[config.mk]
export PLATFORM = sky130hd
export DESIGN_NAME = seg7_scan_ctrl_flat
export DESIGN_NICKNAME = d
export VERILOG_FILES = /design/src/rtl/seg7_scan_ctrl_if.sv /design/src/rtl/seg7_scan_ctrl.sv /design/src/flat_wrapper.sv
export SDC_FILE = /design/constraint.sdc
export NUM_CORES = 1
export LEC_CHECK = 0
export CAP_MARGIN = 20
export CORE_MARGIN = 2
export CORE_UTILIZATION = 55
export CTS_CLUSTER_DIAMETER = 150
export DETAILED_ROUTE_END_ITERATION = 16
export PLACE_DENSITY_LB_ADDON = 0.1
export SYNTH_ARGS = -nofsm -noshare
export SYNTH_HDL_FRONTEND = slang
export SYNTH_SLANG_ARGS = --single-unit
[constraint.sdc]
create_clock -name clk -period 4.21 [get_ports clk]
set_clock_uncertainty 0.1 [all_clocks]
set_input_delay 1.263 -clock clk [delete_from_list [all_inputs] [get_ports clk]]
set_output_delay 1.263 -clock clk [all_outputs]
set_load 0.02 [all_outputs]
[src/rtl/seg7_scan_ctrl_if.sv]
// Display-side bundle for seg7_scan_ctrl: value/control inputs from the
// register side and the registered pin drive back out to the board.
interface seg7_scan_ctrl_if #(
  parameter int NUM_DIGITS = 8,
  parameter int PWM_BITS   = 3
);
  logic [4*NUM_DIGITS-1:0] x;
  logic [NUM_DIGITS-1:0]   dp_in;
  logic                    load;
  logic                    blank_en;
  logic                    blink_en;
  logic [PWM_BITS-1:0]     bright;
  logic [6:0]              a_to_g;
  logic [NUM_DIGITS-1:0]   an;
  logic                    dp;
  logic                    frame_start;

  // Register/debug side: supplies the value and display controls.
  modport master (
    output x, dp_in, load, blank_en, blink_en, bright,
    input  a_to_g, an, dp, frame_start
  );

  // Display controller side.
  modport slave (
    input  x, dp_in, load, blank_en, blink_en, bright,
    output a_to_g, an, dp, frame_start
  );
endinterface

[src/rtl/seg7_scan_ctrl.sv]
// Time-multiplexed hex 7-segment scanner with frame-synchronous double
// buffering, per-digit decimal points, leading-zero blanking, PWM brightness
// and whole-display blink. All pin outputs are registered.
module seg7_scan_ctrl #(
  parameter int NUM_DIGITS  = 8,
  parameter int REFRESH_DIV = 32768,
  parameter int PWM_BITS    = 3,
  parameter int BLINK_SCANS = 64
) (
  input  logic             clk,
  input  logic             clr,
  seg7_scan_ctrl_if.slave  bus
);

  localparam int PRESC_W = (REFRESH_DIV > 1) ? $clog2(REFRESH_DIV) : 1;
  localparam int IDX_W   = (NUM_DIGITS  > 1) ? $clog2(NUM_DIGITS)  : 1;
  localparam int BLINK_W = (BLINK_SCANS > 1) ? $clog2(BLINK_SCANS) : 1;
  // Each brightness step is REFRESH_DIV >> PWM_BITS cycles wide; as both are
  // powers of two the window limit is a shift of (bright+1).
  localparam int SLOT_SH = PRESC_W - PWM_BITS;

  localparam logic [PRESC_W-1:0] PRESC_LAST = PRESC_W'(REFRESH_DIV - 1);
  localparam logic [IDX_W-1:0]   IDX_LAST   = IDX_W'(NUM_DIGITS - 1);
  localparam logic [BLINK_W-1:0] BLINK_LAST = BLINK_W'(BLINK_SCANS - 1);
  localparam logic [PRESC_W:0]   ONE_LIMIT  = (PRESC_W+1)'(1);

  // Scan state
  logic [PRESC_W-1:0]      presc_q, presc_d;
  logic [IDX_W-1:0]        idx_q, idx_d;
  logic [BLINK_W-1:0]      blink_cnt_q, blink_cnt_d;
  logic                    blink_phase_q, blink_phase_d;

  // Double buffer: pending is written by load, active is what is scanned
  logic [4*NUM_DIGITS-1:0] pend_x_q, pend_x_d;
  logic [NUM_DIGITS-1:0]   pend_dp_q, pend_dp_d;
  logic [4*NUM_DIGITS-1:0] act_x_q, act_x_d;
  logic [NUM_DIGITS-1:0]   act_dp_q, act_dp_d;

  // Registered pin drive
  logic [6:0]              seg_q, seg_d;
  logic [NUM_DIGITS-1:0]   an_q, an_d;
  logic                    dp_q, dp_d;
  logic                    frame_start_q, frame_start_d;

  // Decode helpers
  logic                    presc_tc;
  logic                    frame_wrap;
  logic [3:0]              digit_nib;
  logic [NUM_DIGITS-1:0]   blank_vec;
  logic [PRESC_W:0]        pwm_limit;
  logic                    in_window;
  logic                    slot_off;

  // Hex to active-low segments, bit 6 = a ... bit 0 = g.
  function automatic logic [6:0] seg_decode(input logic [3:0] nib);
    logic [6:0] s;
    case (nib)
      4'h0: s = 7'b0000001;
      4'h1: s = 7'b1001111;
      4'h2: s = 7'b0010010;
      4'h3: s = 7'b0000110;
      4'h4: s = 7'b1001100;
      4'h5: s = 7'b0100100;
      4'h6: s = 7'b0100000;
      4'h7: s = 7'b0001101;
      4'h8: s = 7'b0000000;
      4'h9: s = 7'b0000100;
      4'hA: s = 7'b0001000;
      4'hB: s = 7'b1100000;
      4'hC: s = 7'b0110001;
      4'hD: s = 7'b1000010;
      4'hE: s = 7'b0110000;
      default: s = 7'b0111000;
    endcase
    return s;
  endfunction

  // A digit above 0 is a leading zero when it and every higher nibble are
  // zero; digit 0 always shows so a zero value still displays "0".
  generate
    for (genvar gi = 0; gi < NUM_DIGITS; gi++) begin : g_blank
      if (gi == 0) begin : g_lsd
        assign blank_vec[gi] = 1'b0;
      end else begin : g_upper
        assign blank_vec[gi] = bus.blank_en &&
                               (act_x_q[4*NUM_DIGITS-1:4*gi] == '0);
      end
    end
  endgenerate

  // Prescaler, digit index and blink counter advance.
  always_comb begin
    presc_tc      = (presc_q == PRESC_LAST);
    frame_wrap    = presc_tc && (idx_q == IDX_LAST);
    presc_d       = presc_tc ? '0 : presc_q + 1'b1;
    idx_d         = idx_q;
    blink_cnt_d   = blink_cnt_q;
    blink_phase_d = blink_phase_q;
    if (presc_tc) begin
      idx_d = (idx_q == IDX_LAST) ? '0 : idx_q + 1'b1;
    end
    if (frame_wrap) begin
      if (blink_cnt_q == BLINK_LAST) begin
        blink_cnt_d   = '0;
        blink_phase_d = ~blink_phase_q;
      end else begin
        blink_cnt_d = blink_cnt_q + 1'b1;
      end
    end
  end

  // Buffer update: a load landing on the wrap cycle bypasses straight into
  // active, so the freshly loaded value is visible in the frame that starts.
  always_comb begin
    pend_x_d  = bus.load ? bus.x     : pend_x_q;
    pend_dp_d = bus.load ? bus.dp_in : pend_dp_q;
    act_x_d   = frame_wrap ? pend_x_d  : act_x_q;
    act_dp_d  = frame_wrap ? pend_dp_d : act_dp_q;
  end

  // Pin drive for the current slot; registered below so the pins trail the
  // scan state by one cycle and two anodes are never low together.
  always_comb begin
    digit_nib     = act_x_q[4*idx_q +: 4];
    pwm_limit     = ((PRESC_W+1)'(bus.bright) + ONE_LIMIT) << SLOT_SH;
    in_window     = ({1'b0, presc_q} < pwm_limit);
    slot_off      = blank_vec[idx_q] || !in_window ||
                    (bus.blink_en && blink_phase_q);
    an_d          = '1;
    if (!slot_off) begin
      an_d[idx_q] = 1'b0;
    end
    seg_d         = seg_decode(digit_nib);
    dp_d          = ~act_dp_q[idx_q];
    frame_start_d = frame_wrap;
  end

  // State and output registers with synchronous clear.
  always_ff @(posedge clk) begin
    if (clr) begin
      presc_q       <= '0;
      idx_q         <= '0;
      blink_cnt_q   <= '0;
      blink_phase_q <= 1'b0;
      pend_x_q      <= '0;
      pend_dp_q     <= '0;
      act_x_q       <= '0;
      act_dp_q      <= '0;
      seg_q         <= 7'h7F;
      an_q          <= '1;
      dp_q          <= 1'b1;
      frame_start_q <= 1'b0;
    end else begin
      presc_q       <= presc_d;
      idx_q         <= idx_d;
      blink_cnt_q   <= blink_cnt_d;
      blink_phase_q <= blink_phase_d;
      pend_x_q      <= pend_x_d;
      pend_dp_q     <= pend_dp_d;
      act_x_q       <= act_x_d;
      act_dp_q      <= act_dp_d;
      seg_q         <= seg_d;
      an_q          <= an_d;
      dp_q          <= dp_d;
      frame_start_q <= frame_start_d;
    end
  end

  assign bus.a_to_g      = seg_q;
  assign bus.an          = an_q;
  assign bus.dp          = dp_q;
  assign bus.frame_start = frame_start_q;

endmodule

[src/flat_wrapper.sv]
// flat-port wrapper written by rule: the top's interface ports become plain ports
module seg7_scan_ctrl_flat 
#(
  parameter int NUM_DIGITS  = 8,
  parameter int REFRESH_DIV = 32768,
  parameter int PWM_BITS    = 3,
  parameter int BLINK_SCANS = 64
)
  (clk, clr, bus_x, bus_dp_in, bus_load, bus_blank_en, bus_blink_en, bus_bright, bus_a_to_g, bus_an, bus_dp, bus_frame_start);
  seg7_scan_ctrl_if #(.NUM_DIGITS(NUM_DIGITS), .PWM_BITS(PWM_BITS)) bus_i ();
  input  logic clk;
  input  logic clr;
  input wire logic [$bits(bus_i.x)-1:0] bus_x;
  input wire logic [$bits(bus_i.dp_in)-1:0] bus_dp_in;
  input wire logic [$bits(bus_i.load)-1:0] bus_load;
  input wire logic [$bits(bus_i.blank_en)-1:0] bus_blank_en;
  input wire logic [$bits(bus_i.blink_en)-1:0] bus_blink_en;
  input wire logic [$bits(bus_i.bright)-1:0] bus_bright;
  output wire logic [$bits(bus_i.a_to_g)-1:0] bus_a_to_g;
  output wire logic [$bits(bus_i.an)-1:0] bus_an;
  output wire logic [$bits(bus_i.dp)-1:0] bus_dp;
  output wire logic [$bits(bus_i.frame_start)-1:0] bus_frame_start;
  assign bus_i.x = bus_x;
  assign bus_i.dp_in = bus_dp_in;
  assign bus_i.load = bus_load;
  assign bus_i.blank_en = bus_blank_en;
  assign bus_i.blink_en = bus_blink_en;
  assign bus_i.bright = bus_bright;
  assign bus_a_to_g = bus_i.a_to_g;
  assign bus_an = bus_i.an;
  assign bus_dp = bus_i.dp;
  assign bus_frame_start = bus_i.frame_start;
  seg7_scan_ctrl #(.NUM_DIGITS(NUM_DIGITS), .REFRESH_DIV(REFRESH_DIV), .PWM_BITS(PWM_BITS), .BLINK_SCANS(BLINK_SCANS)) u_core (.clk(clk), .clr(clr), .bus(bus_i));
endmodule
==> metrics.yaml <==
clk_latency_ns: 0.52
ys_seq_area_frac: 0.4853
ir_drop_mv: 0.3110
wire_per_inst_um: 14.86
die_w_um: 99.66
placed_cells: 685
drt_iter0_drc: 206
path_buf_inv: 2
hold_end: "u_core.blink_cnt_q[1]$_SDFFE_PP0P_"
ctsResizeCount: 0
rrSetupSlack_ns: 1.26
synthFlopType: "dfxtp_1"
grt_max_degree: 66
first_pass_iters: 4
final_nets: 656
postLayoutCoreUtil: 0.7146
htreeDepth: 4
drv_cap: 0
slew_violations: 0
hp-start: "u_core.blink_cnt_q[1]$_SDFFE_PP0P_"
combPwrFrac: 0.050
postRouteAntennaNets: 0
crit_type: "register to register"
synth-edff-count: 0
grt_pass1_wl_mm: 17.51
pre_cts_slack_ns: 0.8970
antenna_found_initial: 0
cts_buffers: 17
die_y_um: 99.66
crit_slowest_cell: "dfxtp_1"
power.share.clock: 0.528
reg2reg_to: "u_core.bus.a_to_g[2]$_SDFF_PP1_"
internal_power_uw: 2236
ys_ff_latch: 122
final.setup.tns_ns: 0
cpPeakStageDelay_ns: 0.67
fp-row-count: 34
rsz0062_at_grt: "no"
drive_gt1_frac: 0.07718
syn_nets: 605
io_pins: 65
fin_crit_ns: 2.948
crit_chain: "buf_4 -> nor2_1 -> a21oi_1 -> o2bb2ai_1 -> a211oi_2 -> inv_1 -> ha_1 -> nor2_1 -> a21oi_1 -> a211o_1"
clk_root_buffer_cell: "clkbuf_8"
drc: 0
arrival_ns: 3.25
outcome: "completed"
worstHoldPathCells: 2
start_util: 0.5715
clk_pin_slew_ns: 0.06
r2r-start: "u_core.idx_q[1]$_SDFFE_PP0P_"
hold_viol: 0
power.density_nw_per_um2: 449.7
synthArstFlopShare: 0
via_count: 3968
synthCells: 545
synth_cell_types: 51
area_delta_synth_final_pct: 25.04
leakage_uw: 0.002484
worst_slack_ns: 1.262
seq_power_share: 0.422
antenna_cells: 0
grt_usage: 0.2214
clk_path_buf_depth: 2
start_kind: "register"
ff2ff_path_depth: 10
dp_hpwl_mm: 7.320
final_common_cell: "dfxtp_1"
routed_via_density: 5.534
p_sw_uw: 593.7
place.gp.congestion: 0.8824
setup_viol: 0
critPathTopFamily: "compound AO/OA/AOI/OAI gates"
post_cts_buffers: 0
synth.avg_cell_area_sq_um: 9.234
final_cell_mix: "dfxtp_1 (122), nor2_1 (114), clkdlybuf4s50_1 (62)"
syn_area_sq_um: 5032
port_buffers: 64
place_area_sq_um: 5684
grt-ovfl-total: 0
clock_sinks: 122
grt_pass1_vias: 3796
tightest_slew_ns: 0.6565
design_area_sq_um: 6292
cts_hold_buf: 0
fin_cells: 717
dieArea_sq_um: 9931
fmax_mhz: 339.2
required_ns: 4.51
cts_tree: "built"
crit_fanout: 15
fin_crit_sh: 0.7002
slew_headroom: 0.5624
core_area_sq_um: 8806
yosysWarnings: 0
cp-end-kind: "register"
swShare: 0.2098
wirelength_mm: 10.65
hold_class: "register to register"
## Yosys cell counts (2+ instances only)
master     count  share of area
dfxtp_1      122           0.49
nor2_1       114          0.085
mux2i_1       52           0.10
a211oi_1      42          0.063
nand2_1       28          0.021
a21oi_1       18          0.018
buf_2         15          0.015
clkbuf_1      15          0.011
and3_1        12          0.015
ha_1          12          0.030
inv_1         12         0.0090
xor2_1        10          0.017
nand3_1        8         0.0080
o21ai_0        8         0.0080
nor4_1         7         0.0087
buf_1          6         0.0045
xnor2_1        6          0.010
a31oi_1        5         0.0062
and2_1         5         0.0062
nand2b_1       4         0.0050
nor3_1         4         0.0040
o221ai_1       3         0.0052
o2bb2ai_1      3         0.0052
a311oi_1       2         0.0035
and4_1         2         0.0035
buf_4          2         0.0030
nand4_1        2         0.0025
o22ai_1        2         0.0025
or3_1          2         0.0025
## worst max-delay path by stage
stage                                      start                               to  cells after the start
floorplan                          bus_bright[0]      u_core.bus.an[4]$_SDFF_PP1_                      9
global placement                   bus_bright[0]      u_core.bus.an[7]$_SDFF_PP1_                     10
detailed placement                 bus_bright[0]      u_core.bus.an[4]$_SDFF_PP1_                     10
CTS                 u_core.idx_q[2]$_SDFFE_PP0P_  u_core.bus.a_to_g[2]$_SDFF_PP1_                      8
global route        u_core.idx_q[1]$_SDFFE_PP0P_  u_core.bus.a_to_g[2]$_SDFF_PP1_                     10
finish              u_core.idx_q[1]$_SDFFE_PP0P_  u_core.bus.a_to_g[2]$_SDFF_PP1_                     10
## worst min-delay path, delay by kind of cell (launching register included)
kind	cells	cell delay [ns]
AOI/OAI and AO/OA	1	0.05
and+or+nand+nor	1	0.06
DFF	1	0.32
## state kept, by name, summed over array words and instances (netlist names), 3 cells and up
signal              count
u_core.pend_x_q        32
u_core.act_x_q         32
u_core.pend_dp_q        8
u_core.bus.a_to_g       7
u_core.bus.an           8
u_core.idx_q            3
u_core.blink_cnt_q      6
u_core.presc_q         15
u_core.act_dp_q         8
## routing by layer
| metal | global-route usage | routed length [um] | vias up |
|---|---|---|---|
| met1 | 0.2842 | 4924 | 1829 |
| li1 | - | - | 2008 |
| met2 | 0.3565 | 5000 | 115 |
| met4 | 0.09273 | 156 | 0 |
| met5 | 0 | 0 | - |
| met3 | 0.05552 | 573 | 16 |
## final cells by class
cell class | instances | area [sq um]
Inverter | 12 | 45.04
Fill cell | 665 | 2514
Sequential cell | 122 | 2442
Clock buffer | 21 | 439.2
Multi-Input combinational cell | 372 | 2366
Tap cell | 108 | 135.1
Clock inverter | 11 | 168.9
Timing Repair Buffer | 71 | 695.7
## through the flow
step / hold WS (ns) / power [uW]
after global placement: 0.3505 / 1358
after detailed placement: 0.3764 / 1363
final: 0.3793 / 2830
after CTS: 0.3789 / 2842
after floorplan: 0.3376 / 1294
after global routing: 0.4015 / 2918
## power by group through the flow
stage          clock network [uW]  registers, uW  logic, uW
2_1_floorplan                   0           1220       73.4
3_3_place_gp                    0           1220        141
3_5_place_dp                    0           1220        145
4_1_cts                      1500           1190        145
5_1_grt                      1570           1200        158
6_report                     1490           1190        143
## logic make-up (layout without fill, tap and decap cells)
family                     Yosys count  count (layout)  share of synthesized area
adders and majority gates           12              12                    0.02984
DFF                                122             122                     0.4853
buffers and inverters               51             115                    0.04475
xor gates and xnor gates            16              16                    0.02785
muxes                               53              53                     0.1057
AOI/OAI and AO/OA                   95              95                     0.1328
and+or+nand+nor                    196             196                     0.1738
Note: power is estimated with default switching activity, not from simulation.
